--- config.mk ---
export PLATFORM = sky130hd
export DESIGN_NAME = alu_arbiter
export DESIGN_NICKNAME = d
export VERILOG_FILES = /design/src/rtl/alu_arbiter_pkg.sv /design/src/rtl/alu_arbiter_rr.sv /design/src/rtl/alu_arbiter.sv
export SDC_FILE = /design/constraint.sdc
export NUM_CORES = 1
export LEC_CHECK = 0
export ABC_AREA = 1
export ABC_CLOCK_PERIOD_IN_PS = 1400
export CAP_MARGIN = 0
export CORE_MARGIN = 8
export CORE_UTILIZATION = 36
export DETAILED_ROUTE_END_ITERATION = 12
export PLACE_DENSITY = 0.76
export SETUP_SLACK_MARGIN = 0.02
export SLEW_MARGIN = 5
export SYNTH_ARGS = -nofsm -noshare
export SYNTH_HDL_FRONTEND = slang
export SYNTH_SLANG_ARGS = --single-unit
--- constraint.sdc ---
create_clock -name clk -period 1.4 [get_ports clk]
set_input_delay 0.21 -clock clk [delete_from_list [all_inputs] [get_ports clk]]
set_output_delay 0.21 -clock clk [all_outputs]
set_load 0.05 [all_outputs]
--- src/rtl/alu_arbiter_pkg.sv ---
// Shared definitions for the ALU arbiter: FSM state encoding, default
// requester count and the datapath widths taken from the global defines.
`ifndef DATA_WIDTH
`define DATA_WIDTH 32
`endif
`ifndef ALU_OP_WIDTH
`define ALU_OP_WIDTH 4
`endif

package alu_arbiter_pkg;
    typedef enum logic [1:0] {
        IDLE = 2'd0,
        EXEC = 2'd1,
        RESP = 2'd2
    } state_e;

    localparam int DEFAULT_NUM_REQ = 2;
    localparam int DATA_W          = `DATA_WIDTH;
    localparam int OP_W            = `ALU_OP_WIDTH;
endpackage

--- src/rtl/alu_arbiter_rr.sv ---
// Combinational round-robin picker: the search starts one past last_grant
// and wraps; the grant is one-hot, or all-zero when disabled or idle.
module rr_arbiter
    import alu_arbiter_pkg::*;
#(
    parameter int NUM_REQ = DEFAULT_NUM_REQ,
    parameter int ID_W    = $clog2(NUM_REQ)
) (
    input  logic [NUM_REQ-1:0] req,
    input  logic [ID_W-1:0]    last_grant,
    input  logic               enable,
    output logic [NUM_REQ-1:0] grant
);

    logic [ID_W-1:0] idx;
    logic            found;

    always_comb begin
        grant = '0;
        found = 1'b0;
        idx   = '0;
        for (int i = 1; i <= NUM_REQ; i++) begin
            idx = ID_W'((int'(last_grant) + i) % NUM_REQ);
            if (enable && !found && req[idx]) begin
                grant[idx] = 1'b1;
                found      = 1'b1;
            end
        end
    end

endmodule

--- src/rtl/alu_arbiter.sv ---
// Shares one external combinational ALU among NUM_REQ requesters: grant,
// latch operands, capture the ALU result, then hold the response for its owner.
module alu_arbiter
    import alu_arbiter_pkg::*;
#(
    parameter int NUM_REQ = DEFAULT_NUM_REQ,
    parameter int ID_W    = $clog2(NUM_REQ)
) (
    input  logic                            clk,
    input  logic                            rst_n,
    input  logic [NUM_REQ-1:0]              req_valid,
    output logic [NUM_REQ-1:0]              req_ready,
    input  logic [NUM_REQ*`DATA_WIDTH-1:0]  req_a,
    input  logic [NUM_REQ*`DATA_WIDTH-1:0]  req_b,
    input  logic [NUM_REQ*`ALU_OP_WIDTH-1:0] req_op,
    output logic [NUM_REQ-1:0]              rsp_valid,
    input  logic [NUM_REQ-1:0]              rsp_ready,
    output logic [`DATA_WIDTH-1:0]          rsp_data,
    output logic [`DATA_WIDTH-1:0]          alu_a,
    output logic [`DATA_WIDTH-1:0]          alu_b,
    output logic [`ALU_OP_WIDTH-1:0]        alu_op,
    input  logic [`DATA_WIDTH-1:0]          alu_out,
    output logic                            busy
);

    state_e            state_q, state_d;
    logic [ID_W-1:0]   last_grant_q, last_grant_d;
    logic [ID_W-1:0]   id_q, id_d;
    logic [DATA_W-1:0] a_q, a_d;
    logic [DATA_W-1:0] b_q, b_d;
    logic [OP_W-1:0]   op_q, op_d;
    logic [DATA_W-1:0] rsp_data_q, rsp_data_d;

    logic [NUM_REQ-1:0] grant;
    logic [ID_W-1:0]    grant_idx;
    logic [DATA_W-1:0]  sel_a, sel_b;
    logic [OP_W-1:0]    sel_op;
    logic               arb_enable;

    // Gating with rst_n keeps req_ready low for the whole time reset is held.
    assign arb_enable = (state_q == IDLE) && rst_n;

    rr_arbiter #(
        .NUM_REQ (NUM_REQ),
        .ID_W    (ID_W)
    ) u_rr (
        .req        (req_valid),
        .last_grant (last_grant_q),
        .enable     (arb_enable),
        .grant      (grant)
    );

    always_comb begin
        grant_idx = '0;
        sel_a     = '0;
        sel_b     = '0;
        sel_op    = '0;
        for (int i = 0; i < NUM_REQ; i++) begin
            if (grant[i]) begin
                grant_idx = ID_W'(i);
                sel_a     = req_a[i*DATA_W +: DATA_W];
                sel_b     = req_b[i*DATA_W +: DATA_W];
                sel_op    = req_op[i*OP_W +: OP_W];
            end
        end
    end

    always_comb begin
        state_d      = state_q;
        last_grant_d = last_grant_q;
        id_d         = id_q;
        a_d          = a_q;
        b_d          = b_q;
        op_d         = op_q;
        rsp_data_d   = rsp_data_q;
        rsp_valid    = '0;
        case (state_q)
            IDLE: begin
                if (|grant) begin
                    state_d      = EXEC;
                    last_grant_d = grant_idx;
                    id_d         = grant_idx;
                    a_d          = sel_a;
                    b_d          = sel_b;
                    op_d         = sel_op;
                end
            end
            EXEC: begin
                rsp_data_d = alu_out;
                state_d    = RESP;
            end
            RESP: begin
                // Only the owner's rsp_ready can retire the response.
                rsp_valid[id_q] = 1'b1;
                if (rsp_ready[id_q]) begin
                    state_d = IDLE;
                end
            end
            default: state_d = IDLE;
        endcase
    end

    always_ff @(posedge clk or negedge rst_n) begin
        if (!rst_n) begin
            state_q      <= IDLE;
            last_grant_q <= ID_W'(NUM_REQ - 1);
            id_q         <= '0;
            a_q          <= '0;
            b_q          <= '0;
            op_q         <= '0;
            rsp_data_q   <= '0;
        end else begin
            state_q      <= state_d;
            last_grant_q <= last_grant_d;
            id_q         <= id_d;
            a_q          <= a_d;
            b_q          <= b_d;
            op_q         <= op_d;
            rsp_data_q   <= rsp_data_d;
        end
    end

    assign req_ready = grant;
    assign rsp_data  = rsp_data_q;
    assign alu_a     = a_q;
    assign alu_b     = b_q;
    assign alu_op    = op_q;
    assign busy      = (state_q != IDLE);

endmodule

==> results_dict.tcl <==
set metrics [dict create \
    outcome "finished, violations left" \
    violations "negative setup slack" \
    fin_worst_skew_ns 0.00779 \
    cts_sinks 104 \
    p_per_area_nw_per_um2 2520 \
    post-route-drc-count 0 \
    path_max_fanout 2 \
    wire_per_inst_um 17.8 \
    slowest_delay_ns 0.55 \
    hold_path.startpoint "alu_out[5]" \
    max_freq_mhz 591 \
    power.static_leakage_uw 0.00477 \
    placed_cell_area_um2 9360 \
    die_w_um 135 \
    criticalPathCategory "flop to output pin" \
    gp_congestion 0.769 \
    syn_area_um2 5110 \
    drv_slew 0 \
    critPathCaptureType "output pin" \
    drt_iter0_markers 283 \
    maxCapViolCount 0 \
    syn_avg_cell_area_um2 8.30 \
    synth.area.top_cells "dfrtp_1 (50%), nand3_1 (20%), nand2_1 (11%)" \
    synth_seq_area_share_pct 50.9 \
    grt_pass1_vias 5371 \
    insertion_delay_ns 0.34 \
    h-tree-depth 3 \
    antenna_found_initial 0 \
    synth_top_area_share_pct 50.4 \
    total_power_uw 25300 \
    ys_seq_elements 104 \
    grt_start_max_net_pins 105 \
    finalCritPeriodShare_pct 121 \
    finalSetupViolCount 74 \
    dr.pass1.iters 4 \
    num_vias 5258 \
    viasPerCell 4.85 \
    arrival_ns 1.48 \
    wl_um 19300 \
    ioPinCount 279 \
    finalInstanceArea_um2 10000 \
    rr_startpoint "last_grant_q" \
    synth_cell_types 15 \
    cp_slowest_cell "dfstp_2" \
    antenna_left 0 \
    ys_warn_count 0 \
    hpwl_um 14200 \
    path_cells "inv_2, a21boi_4, nand2_8, clkinvlp_4, buf_12" \
    dieArea_um2 18300 \
    hold_viol 0 \
    syn-num-nets 790 \
    slew_headroom_pct 62.6 \
    cts_buffer_depth 2 \
    hold_path_class "primary input to flop" \
    die_h_um 135 \
    ir_drop_uv 1310 \
    critPathTopFamily "flip-flops" \
    start_util_pct 36.8 \
    clkTransAtPathRegs_ns 0.07 \
    grt.total_usage_pct 20.5 \
    yosysTopAreaCell "dfrtp_1" \
    numCtsBuffers 9 \
    drive_gt1_share_pct 24.7 \
    nNetsFinal 1073 \
    syn_to_final_growth_pct 96.3 \
    cp.required_ns 1.19 \
    worst-path-buf-inv 3 \
    cts_tree "done" \
    grt.overflow.total 0 \
    syn_inst 616 \
    coreArea_um2 13900 \
    start_kind "flop" \
    cts_root_buffer "clkbuf_16" \
    tightest_slew_ns 0.561 \
    numPortBuffers 278 \
    layout_setup_ws_ns -0.293 \
    n_antenna_cell 0 \
    rsz0062_at_grt "yes" \
    rows 43 \
    worstSetupStartpoint "last_grant_q" \
    fin_crit_ns 1.69 \
    grt_pass1_wl_um 29300 \
]
logic make-up (layout without fill, tap and decap cells):
group,Yosys count,in the layout,synth area share [%]
compound gates,5,5,0.685
buf+inv,123,411,10.5
flops,104,104,50.9
mux,32,32,7.05
simple gates,352,352,30.9
routing by layer:
metal	vias up	track usage, %	part of all wire [%]
met1	2458	24.3	41
met3	23	6.19	8.7
met5	-	0	0
met4	0	6.60	2.0
li1	2552	-	-
met2	225	34.6	48
layout make-up:
type                       count  area (um^2)
clock buffer                  12          267
inverter                      76          292
tap                          180          225
clock inverter                 4         73.8
timing repair buffer         319         4460
fill                         993         3840
sequential                   104         2600
multi-input combinational    389         2120
stage by stage:
stage | hold slack, ns | setup WS (ns) | setup TNS [ns] | utilization (%) | std cells
2_1_floorplan | -0.0856 | -0.0492 | -0.0972 | - | 616
3_3_place_gp | 0.338 | -0.278 | -17.10 | 67.5 | 1051
3_5_place_dp | 0.350 | -0.333 | -20.91 | 67.5 | 1051
4_1_cts | 0.470 | -0.265 | -10.75 | 71.2 | 1079
5_1_grt | 0.480 | -0.347 | -19.04 | 72.3 | 1084
6_report | 0.481 | -0.293 | -14.13 | 72.3 | 1084
flip-flops by register name, summed over array words and instances (netlist names):
signal / cells
alu_a: 32
alu_b: 32
rsp_data: 32
alu_op: 4
state_q: 2
id_q: 1
last_grant_q: 1
synth_stat cells, drive strengths merged:
master	number
a21oi	1
a21boi	1
dfrtp	103
nand2	145
clkbuf	14
buf	33
mux2	32
o21ai	3
inv	76
dfstp	1
nand3	204
nor2	3
cells in the final DEF (no fill, tap or decap), types with 2 or more instances in the layout:
master / count
nand2_2: 3
dfrtp_1: 103
buf_12: 123
buf_6: 4
mux2_2: 32
inv_1: 70
nor2_4: 3
buf_4: 14
buf_8: 2
clkbuf_8: 3
inv_2: 4
o21ai_0: 2
clkdlybuf4s50_1: 172
clkbuf_16: 10
nand2_8: 3
nand2_1: 139
nand3_2: 10
bufinv_16: 2
nand3_1: 194
where the power goes:
group / internal, uW / switching [uW]
clock network: 1720 / 1100
registers: 4500 / 1660
logic: 7920 / 8390
timing repair:
| item | 4_1_cts | 5_1_grt |
|---|---|---|
| setup endpoints to repair | 75 | 76 |
| setup buffers | 9 | 3 |
| endpoints found under the hold margin | 103 | 0 |
| pin swaps | 4 | 2 |
| gates resized for setup | 8 | 25 |
| hold buffers | 1 | 0 |
| cloned | 2 | 2 |
worst paths after layout:
kind / end / depth (start not counted) / slack, ns
hold reg to reg: last_grant_q / 2 / 0.54
setup / recovery: req_ready[0] / 5 / -0.29
max in group asynchronous: alu_b[0] / 3 / 0.43
setup reg to reg: alu_a[13] / 8 / -0.25
hold / removal: rsp_data[5] / 2 / 0.48
min in group asynchronous: alu_a[13] / 3 / 0.55
Note: power is estimated with default switching activity, not from simulation.
